===== src/rtl/sr_pkg.sv =====
// Shared SR-storage definitions.
//   st_e     : arbiter FSM state encoding (ARB = waiting for a request,
//              APPLY = driving the granted cell).
//   sr_cmd_e : 2-bit per-cell command (hold / set / reset), reused by other
//              SR-based blocks.
package sr_pkg;

  typedef enum logic {
    ST_ARB   = 1'b0,
    ST_APPLY = 1'b1
  } st_e;

  typedef enum logic [1:0] {
    SR_HOLD  = 2'b00,
    SR_SET   = 2'b01,
    SR_RESET = 2'b10
  } sr_cmd_e;

  // Map raw S/R inputs onto a command. S=R=1 is illegal and is treated as hold,
  // so a cell can never be driven into an undefined state.
  function automatic sr_cmd_e sr_cmd_from(input logic s, input logic r);
    if (s && !r)      return SR_SET;
    else if (r && !s) return SR_RESET;
    else              return SR_HOLD;
  endfunction

endpackage


===== src/rtl/sr_ff_cell.sv =====
// Single clocked SR flag cell.
// Ports:
//   clk  in  rising-edge clock
//   rst  in  asynchronous active-high reset, forces Q=0
//   S    in  set request (Q <= 1)
//   R    in  reset request (Q <= 0)
//   Q    out stored flag
//   Qbar out ~Q at all times
module sr_ff_cell
  import sr_pkg::*;
(
  input  logic clk,
  input  logic rst,
  input  logic S,
  input  logic R,
  output logic Q,
  output logic Qbar
);

  logic    q_q;
  sr_cmd_e cmd;

  always_comb cmd = sr_cmd_from(S, R);

  always_ff @(posedge clk or posedge rst) begin
    if (rst) begin
      q_q <= 1'b0;
    end else begin
      case (cmd)
        SR_SET:   q_q <= 1'b1;
        SR_RESET: q_q <= 1'b0;
        default:  q_q <= q_q;
      endcase
    end
  end

  assign Q    = q_q;
  assign Qbar = ~q_q;

endmodule


===== src/rtl/sr_flag_arbiter.sv =====
// Bank of NUM_FLAGS SR flags with one update path shared by NUM_REQ requesters
// under round-robin arbitration. One operation per two cycles at most.
// Ports:
//   clk, rst   clock (rising edge), asynchronous active-high reset
//   req        per-requester request valid
//   req_set    per-requester op: 1 = set flag, 0 = reset flag
//   req_idx    per-requester flag index, slot i = [i*IDX_W +: IDX_W]
//   ack        one-hot, one-cycle completion pulse
//   busy       high while the FSM is in APPLY
//   err        one-cycle pulse with ack when the granted index >= NUM_FLAGS
//   Q, Qbar    flag states and their complement
//   dbg_state  current FSM state (ST_ARB / ST_APPLY)
//
// Handshake: req[i] is a valid that the requester holds, together with
// req_set[i] and req_idx slot i, until it sees ack[i]; ack[i] is the one-cycle
// ready/done pulse. During the ack cycle ack[i] masks req[i], so a request
// still asserted in that cycle is not granted a second time. A grant that was
// latched always completes unless reset intervenes.
module sr_flag_arbiter
  import sr_pkg::*;
#(
  parameter int NUM_REQ   = 4,
  parameter int NUM_FLAGS = 8,
  localparam int IDX_W    = $clog2(NUM_FLAGS)
) (
  input  logic                     clk,
  input  logic                     rst,
  input  logic [NUM_REQ-1:0]       req,
  input  logic [NUM_REQ-1:0]       req_set,
  input  logic [NUM_REQ*IDX_W-1:0] req_idx,
  output logic [NUM_REQ-1:0]       ack,
  output logic                     busy,
  output logic                     err,
  output logic [NUM_FLAGS-1:0]     Q,
  output logic [NUM_FLAGS-1:0]     Qbar,
  output logic                     dbg_state
);

  localparam int PTR_W = $clog2(NUM_REQ);

  st_e                  state_q;
  logic [PTR_W-1:0]     rr_ptr_q;
  logic [PTR_W-1:0]     gnt_id_q;
  logic                 gnt_op_q;
  logic [IDX_W-1:0]     gnt_idx_q;
  logic [NUM_REQ-1:0]   ack_q;
  logic                 err_q;

  logic [NUM_REQ-1:0]   elig;
  logic [NUM_REQ-1:0]   elig_rot;
  logic                 pick_vld;
  logic [PTR_W-1:0]     pick_off;
  logic [PTR_W:0]       pick_sum;
  logic [PTR_W-1:0]     pick_id;
  logic [PTR_W-1:0]     rr_ptr_d;
  logic [NUM_FLAGS-1:0] s_vec;
  logic [NUM_FLAGS-1:0] r_vec;

  // Round-robin pick: rotate eligibility so rr_ptr sits at bit 0, find the
  // lowest set bit, then add rr_ptr back (mod NUM_REQ).
  always_comb begin
    elig     = req & ~ack_q;
    elig_rot = '0;
    for (int i = 0; i < NUM_REQ; i++) begin
      int j;
      j = i + int'(rr_ptr_q);
      if (j >= NUM_REQ) j = j - NUM_REQ;
      elig_rot[i] = elig[j];
    end
    pick_vld = |elig_rot;
    pick_off = '0;
    for (int i = NUM_REQ - 1; i >= 0; i--) begin
      if (elig_rot[i]) pick_off = PTR_W'(i);
    end
    pick_sum = {1'b0, rr_ptr_q} + {1'b0, pick_off};
    if (pick_sum >= (PTR_W+1)'(NUM_REQ)) pick_sum = pick_sum - (PTR_W+1)'(NUM_REQ);
    pick_id = pick_sum[PTR_W-1:0];
  end

  always_comb begin
    if (gnt_id_q == PTR_W'(NUM_REQ - 1)) rr_ptr_d = '0;
    else                                 rr_ptr_d = gnt_id_q + PTR_W'(1);
  end

  // Only the granted cell sees S or R, and only one of them, so S=R=1 can
  // never reach a cell. Out-of-range indices match no cell.
  always_comb begin
    s_vec = '0;
    r_vec = '0;
    for (int f = 0; f < NUM_FLAGS; f++) begin
      if (state_q == ST_APPLY && 32'(gnt_idx_q) == f) begin
        s_vec[f] = gnt_op_q;
        r_vec[f] = ~gnt_op_q;
      end
    end
  end

  always_ff @(posedge clk or posedge rst) begin
    if (rst) begin
      state_q   <= ST_ARB;
      rr_ptr_q  <= '0;
      gnt_id_q  <= '0;
      gnt_op_q  <= 1'b0;
      gnt_idx_q <= '0;
      ack_q     <= '0;
      err_q     <= 1'b0;
    end else begin
      case (state_q)
        ST_ARB: begin
          ack_q <= '0;
          err_q <= 1'b0;
          if (pick_vld) begin
            gnt_id_q  <= pick_id;
            gnt_op_q  <= req_set[pick_id];
            gnt_idx_q <= req_idx[pick_id*IDX_W +: IDX_W];
            state_q   <= ST_APPLY;
          end
        end
        ST_APPLY: begin
          ack_q    <= NUM_REQ'(1) << gnt_id_q;
          err_q    <= (32'(gnt_idx_q) >= NUM_FLAGS);
          rr_ptr_q <= rr_ptr_d;
          state_q  <= ST_ARB;
        end
        default: state_q <= ST_ARB;
      endcase
    end
  end

  for (genvar g = 0; g < NUM_FLAGS; g++) begin : g_cell
    sr_ff_cell u_cell (
      .clk  (clk),
      .rst  (rst),
      .S    (s_vec[g]),
      .R    (r_vec[g]),
      .Q    (Q[g]),
      .Qbar (Qbar[g])
    );
  end

  assign ack       = ack_q;
  assign err       = err_q;
  assign busy      = (state_q == ST_APPLY);
  assign dbg_state = state_q;

endmodule


===== config.mk =====
export PLATFORM = sky130hd
export DESIGN_NAME = sr_flag_arbiter
export DESIGN_NICKNAME = d
export VERILOG_FILES = /design/src/rtl/sr_pkg.sv /design/src/rtl/sr_ff_cell.sv /design/src/rtl/sr_flag_arbiter.sv
export SDC_FILE = /design/constraint.sdc
export NUM_CORES = 1
export LEC_CHECK = 0
export CAP_MARGIN = 20
export CORE_MARGIN = 4
export CORE_UTILIZATION = 40
export CTS_CLUSTER_SIZE = 28
export DETAILED_ROUTE_END_ITERATION = 10
export PLACE_DENSITY = 0.78
export SLEW_MARGIN = 10
export SYNTH_ARGS = -nofsm -noshare
export SYNTH_HDL_FRONTEND = slang
export SYNTH_HIERARCHICAL = 1
export SYNTH_SLANG_ARGS = --single-unit

===== constraint.sdc =====
create_clock -name clk -period 2.7 [get_ports clk]
set_input_delay 0.81 -clock clk [delete_from_list [all_inputs] [get_ports clk]]
set_output_delay 0.81 -clock clk [all_outputs]
set_load 0.005 [all_outputs]

# After elaboration in Yosys (flattened, before gate mapping)
# Cells that the tools add are included.
# W data, S select, Z words.
# word_totals
regBits	21
latch_bits	0
mem_bits_rw	0
romBits	0
inputBits	22
output_inout_bits	23
memories	0
# op_classes
n_addsub	10
mul	1
n_div	0
magnitude_cmp	10
eq_ne	24
shift	2
n_mux	67
bitwise	12
reduce_logical	51
# ops
operator	count
$lt A32 B4 Y1 const B	4
$mux W32	4
$mux W2	22
$mux W1	26
$logic_and A1 B1 Y1	24
$eq A2 B2 Y1 const B	9
$pmux W1 S2	9
$eq A2 B1 Y1 const B	8
$logic_not A1 Y1	16
$reduce_bool A2 Y1	8
$eq A3 B3 Y1 const B	4
$ge A3 B3 Y1 const B	4
$shiftx A12 B5 Y3	1
$sub A3 B3 Y4 const B	3
$bmux W1 S2	5
$not A1 Y1	10
$pmux W4 S2	1
$add A2 B2 Y3 const A	2
$eq A3 B2 Y1 const B	2
$and A4 B4 Y4	1
$mul A2 B2 Y4 const B	1
$not A4 Y4	1
$reduce_or A4 Y1	1
$shl A1 B2 Y4 const A	1
10 further kinds	10

# Longest topological paths before layout
# Gate-level depths: netlist of run 1.
# depth
ltp_word	15
mapped_depth	11

# By module
# The synthesis of run 1 kept the hierarchy.
# by_module_without_submodules
module	n_inst	cells_per_inst	area_each_um2	seq_area_each_um2
sr_flag_arbiter	1	119	1058.5	325.3
sr_ff_cell	8	6	58.8	25.0

# Worst setup path before layout of run 1
# Ideal clock, no wire load.
# synth_timing
kind	input to register
from	in req[0]
to	reg gnt_op_q
arrival_ns	2.490
t_required_ns	2.568
slack_ns	0.077
stages	9
cell_sequence	and2b_1 o2111ai_1 o21ai_0 a211o_1 ha_1 buf_2 and2b_2 a221oi_1 o31ai_1
# synth_between
elab_chain_len	13
word_cells_on_any_way	25
# synth_lines
item	line	rtl
from (decl)	sr_flag_arbiter.sv:28	input logic [NUM_REQ-1:0] req,
$and A4 B4 Y4 (*)	sr_flag_arbiter.sv:62	elig = req & ~ack_q;
$bmux W1 S2	sr_flag_arbiter.sv:68	elig_rot[i] = elig[j];
$mux W1 (not written as such) (2 in a row)	sr_flag_arbiter.sv:68	
$mux W2 (3 in a row)	sr_flag_arbiter.sv:73	if (elig_rot[i]) pick_off = PTR_W'(i);
$mux W2 (*)	sr_flag_arbiter.sv:73	
$add A2 B2 Y3 (*)	sr_flag_arbiter.sv:75	pick_sum = {1'b0, rr_ptr_q} + {1'b0, pick_off};
$ge A3 B3 Y1 or $sub A2 B1 Y2 (tied branches)	sr_flag_arbiter.sv:76	if (pick_sum >= (PTR_W+1)'(NUM_REQ)) pick_sum = pick_sum - (PTR_W+1)'(NUM_REQ);
$mux W2 (*)	sr_flag_arbiter.sv:76	
named net pick_sum[0]	sr_flag_arbiter.sv:53	logic [PTR_W:0] pick_sum;
$bmux W1 S2 (*)	sr_flag_arbiter.sv:114	gnt_op_q <= req_set[pick_id];
$mux W1 (not written as such) (*)	sr_flag_arbiter.sv:114	
to (signal assigned)	sr_flag_arbiter.sv:114	
to (decl)	sr_flag_arbiter.sv:44	logic gnt_op_q;
# Mark *: on every way through the listed nets, which the timed path passes. The rest lies on a longest branch. The select of a mux whose other input is x is not followed.
# A chain may end at the register's enable or synchronous reset.

# Worst setup path after layout of run 1
# layout_timing
from	in req[2]
to	reg gnt_op_q
# The elaborated chain is that of the path after synthesis.

==> out/metrics.csv, run 1 <==
stage;metric;value;unit
global_routing;grt_antenna_before_repair;0;
power_and_ir_drop;p_per_area;1120;mW/mm^2
timing;finalCriticalPeriod;2580;ps
detailed_routing;post_drt_wl_per_cell;11.9;um
layout;multi_input_area;916;sq um
timing;hold_violations;0;
detailed_routing;avgViaCountPerCell;4.87;
worst_setup_path;cp_slowest_cell;ha_4;
timing;worst_slack;115;ps
detailed_routing;ant_nets;0;
global_routing;grt.overflow.total;0;
power_and_ir_drop;ir_drop;0.711;mV
worst_setup_path;crit_buf_inv;1;
layout;drive_gt1_share;22.4;%
clocking;clock-sinks;21;
floorplanning;die_h;69.8;um
timing;finalHoldWorstSlack;545;ps
detailed_routing;num_vias;1319;
layout;nFillCells;345;
worst_hold_path;worstHoldPathType;register to register;
layout;nets;259;
worst_setup_path;cp_max_fo;8;
clocking;root_buffer;clkbuf_8;
synth;yosysTopAreaCell;dfrtp_1;
global_routing;grt_pass1_wl;5650;um
global_routing;grt_pass1_vias;1322;
worst_setup_path;cp-end-kind;register;
synth;ys_ff_latch;21;
synth;ys_types;41;
floorplanning;fp.coreArea;0.00369;sq mm
floorplanning;die-area;0.00488;sq mm
floorplanning;initial_utilization;41.5;%
global_routing;grt_start_max_net_pins;15;
synth;ys_seq_area_share;34.4;%
detailed_routing;drt_iter0_drc;35;
detailed_routing;firstDrtPassIters;4;
clocking;cts.path.max_buffers;2;
synth;synth_top_cell_area_share;34.4;%
timing;fin_crit_sh;95.7;%
floorplanning;die_w;69.8;um
detailed_routing;drt-total-wl;3240;um
synth;ys_async_sr_fraction;100;%
synth;synth.avg_cell_area;9.16;sq um
global_routing;grt_use_total;14.0;%
synth;syn-num-nets;202;
worst_setup_path;worst_ep_arrival_time;2720;ps
synth;ys_top_cells_by_area;dfrtp_1 (34%), ha_1 (11%), inv_1 (6.9%), mux2i_1 (5.2%), and2b_2 (4.6%);
placement;hpwl;2590;um
clocking;htree_levels;1;
synth;synthCells;167;
timing;setup_viol;0;
run;drv_cap;0;
clocking;clk_latency;260;ps
timing;fin_skew;1.36;ps
floorplanning;row_count;22;
synth;syn_area;0.00153;sq mm
worst_setup_path;max_stage_delay;310;ps
worst_setup_path;crit_chain;dlygate4sd2_1 > and2b_4 > o2111ai_1 > o21ai_1 > a211o_1 > ha_4 > and2b_2 > a2111oi_4 > o31ai_1;
worst_setup_path;r2r_setup_slack;510;ps
placement;gp_congestion;0.749;
layout;final_util;59.8;%
timing;tns;0;ps
placement;pre_cts_ws;-554;ps
timing;grt_setup_unrepaired;no;
synth;ys_warn_count;6;
timing;maxSlewViolCount;0;
power_and_ir_drop;p_leak;0.00104;uW
detailed_routing;drc_errors;0;
layout;register_area;526;sq um
clocking;cts_tree;yes;
layout;areaGrowthSynthToFinish;44.3;%
synth;synth-main-ff-cell;dfrtp_1;
clocking;ctsHoldBuffers;0;
layout;n_antenna_cell;0;
placement;port_buffers;43;
worst_setup_path;critPathLaunchType;primary input;
worst_setup_path;critPathKind;primary input to register;
clocking;clkTransAtPathRegs;70;ps
outcome;status;complete, no violations;
worst_setup_path;crit_required;2840;ps
synth;synth-edff-count;0;
timing;max_freq;387;MHz
floorplanning;io_pins;45;
worst_setup_path;cp_top_family;compound AO/OA/AOI/OAI gates;
clocking;cts_inserted_buffers;3;
## worst paths after layout
| kind | start | end | depth (start not counted) |
|---|---|---|---|
| setup / recovery | req[2] | gnt_op_q$_DFFE_PP0P_ | 9 |
| hold / removal | g_cell[4].u_cell/Q$_DFFE_PP0P_ | g_cell[4].u_cell/Q$_DFFE_PP0P_ | 2 |
| setup reg to reg | rr_ptr_q[0]$_DFFE_PP0P_ | gnt_op_q$_DFFE_PP0P_ | 8 |
| hold reg to reg | g_cell[4].u_cell/Q$_DFFE_PP0P_ | g_cell[4].u_cell/Q$_DFFE_PP0P_ | 2 |
| max in group asynchronous | rst | ack[1]$_DFF_PP0_ | 2 |
| min in group asynchronous | rst | g_cell[2].u_cell/Q$_DFFE_PP0P_ | 2 |
## per-layer routing
metal | up-vias | track usage [%] | wire [um]
met5 | - | 0 | 0
met4 | 0 | 4.04 | 31
met3 | 4 | 2.90 | 142
met2 | 27 | 26.2 | 1690
met1 | 607 | 15.7 | 1370
li1 | 681 | - | -
## final cells by class
| cell class | count | share of cell area, % |
|---|---|---|
| Clock buffer | 3 | 1.87 |
| Timing Repair Buffer | 59 | 24.9 |
| Inverter | 29 | 4.93 |
| Clock inverter | 1 | 0.227 |
| Tap cell | 48 | 2.72 |
| Sequential cell | 21 | 23.8 |
| Multi-Input combinational cell | 110 | 41.5 |
## cell families (layout without fill, tap and decap cells)
group / count (synthesis) / after routing / synth area share [%]
mux: 9 / 9 / 5.97
buf+inv: 36 / 92 / 10.6
fa+ha+maj: 13 / 13 / 10.6
other cells: 1 / 1 / 0.245
compound gates: 31 / 31 / 16.3
flops: 21 / 21 / 34.4
simple gates: 56 / 56 / 21.8
## synth_stat cells (2+ instances only)
master,n
a221oi_1,4
and2b_2,8
nand2b_1,4
a21oi_1,2
a211oi_2,3
ha_1,13
nor2_1,13
and2_1,4
nand3_1,5
nand2_1,8
a2111oi_0,4
and2b_4,2
buf_4,2
nor3_1,5
mux2i_1,8
dfrtp_1,21
o21ai_0,4
o31ai_1,5
inv_1,28
nand3b_1,2
o21ai_1,2
## worst min-delay path: stages (launching register included)
cell	delay [ps]
dfrtp_1	370
inv_1	60
mux2i_1	70
## timing repair
item | 4_1_cts | 5_1_grt
gates resized for setup | 20 | 1
endpoints found under the setup margin | 4 | 4
setup buffers | 3 | 0
pin swaps | 4 | 2
## cell usage in the layout, fill, tap and decap left out, drive strengths merged, types with 5 or more instances in the layout
| cell | instances |
|---|---|
| buf | 16 |
| nand2 | 8 |
| nand2b | 6 |
| nor2 | 13 |
| o31ai | 5 |
| clkdlybuf4s50 | 39 |
| o21ai | 6 |
| nand3 | 5 |
| mux2i | 8 |
| dfrtp | 21 |
| and2b | 11 |
| ha | 13 |
| inv | 29 |
| nor3 | 5 |
## through the flow
| stage | std cells | area, sq um | total power (uW) |
|---|---|---|---|
| after global placement | 264 | 2060 | 1970 |
| after detailed placement | 264 | 2060 | 2010 |
| after floorplan | 167 | 1530 | 1450 |
| after CTS | 271 | 2200 | 2480 |
| after global routing | 271 | 2210 | 2700 |
| final | 271 | 2210 | 2460 |
## flip-flops by register name, summed over array words and instances (netlist names)
signal           count
rr_ptr_q             2
gnt_op_q             1
busy                 1
ack                  4
gnt_id_q             2
gnt_idx_q            3
g_cell.u_cell/Q      8
## report_power, final
group,internal [uW],switching (uW)
combinational,950,690
sequential,454,164
clock,103,99.7
No activity file was read; power rests on OpenSTA's default activity.
==> run 2: changes to the inputs <==
--- a/config.mk
+++ b/config.mk
@@ -10,6 +10,7 @@
 export CORE_UTILIZATION = 40
 export CTS_CLUSTER_SIZE = 28
 export DETAILED_ROUTE_END_ITERATION = 10
+export HOLD_SLACK_MARGIN = 0.05
 export PLACE_DENSITY = 0.78
 export SLEW_MARGIN = 10
 export SYNTH_ARGS = -nofsm -noshare
==> results of run 2 <==
Final layout, timing and power as in run 1 (identical DEF).
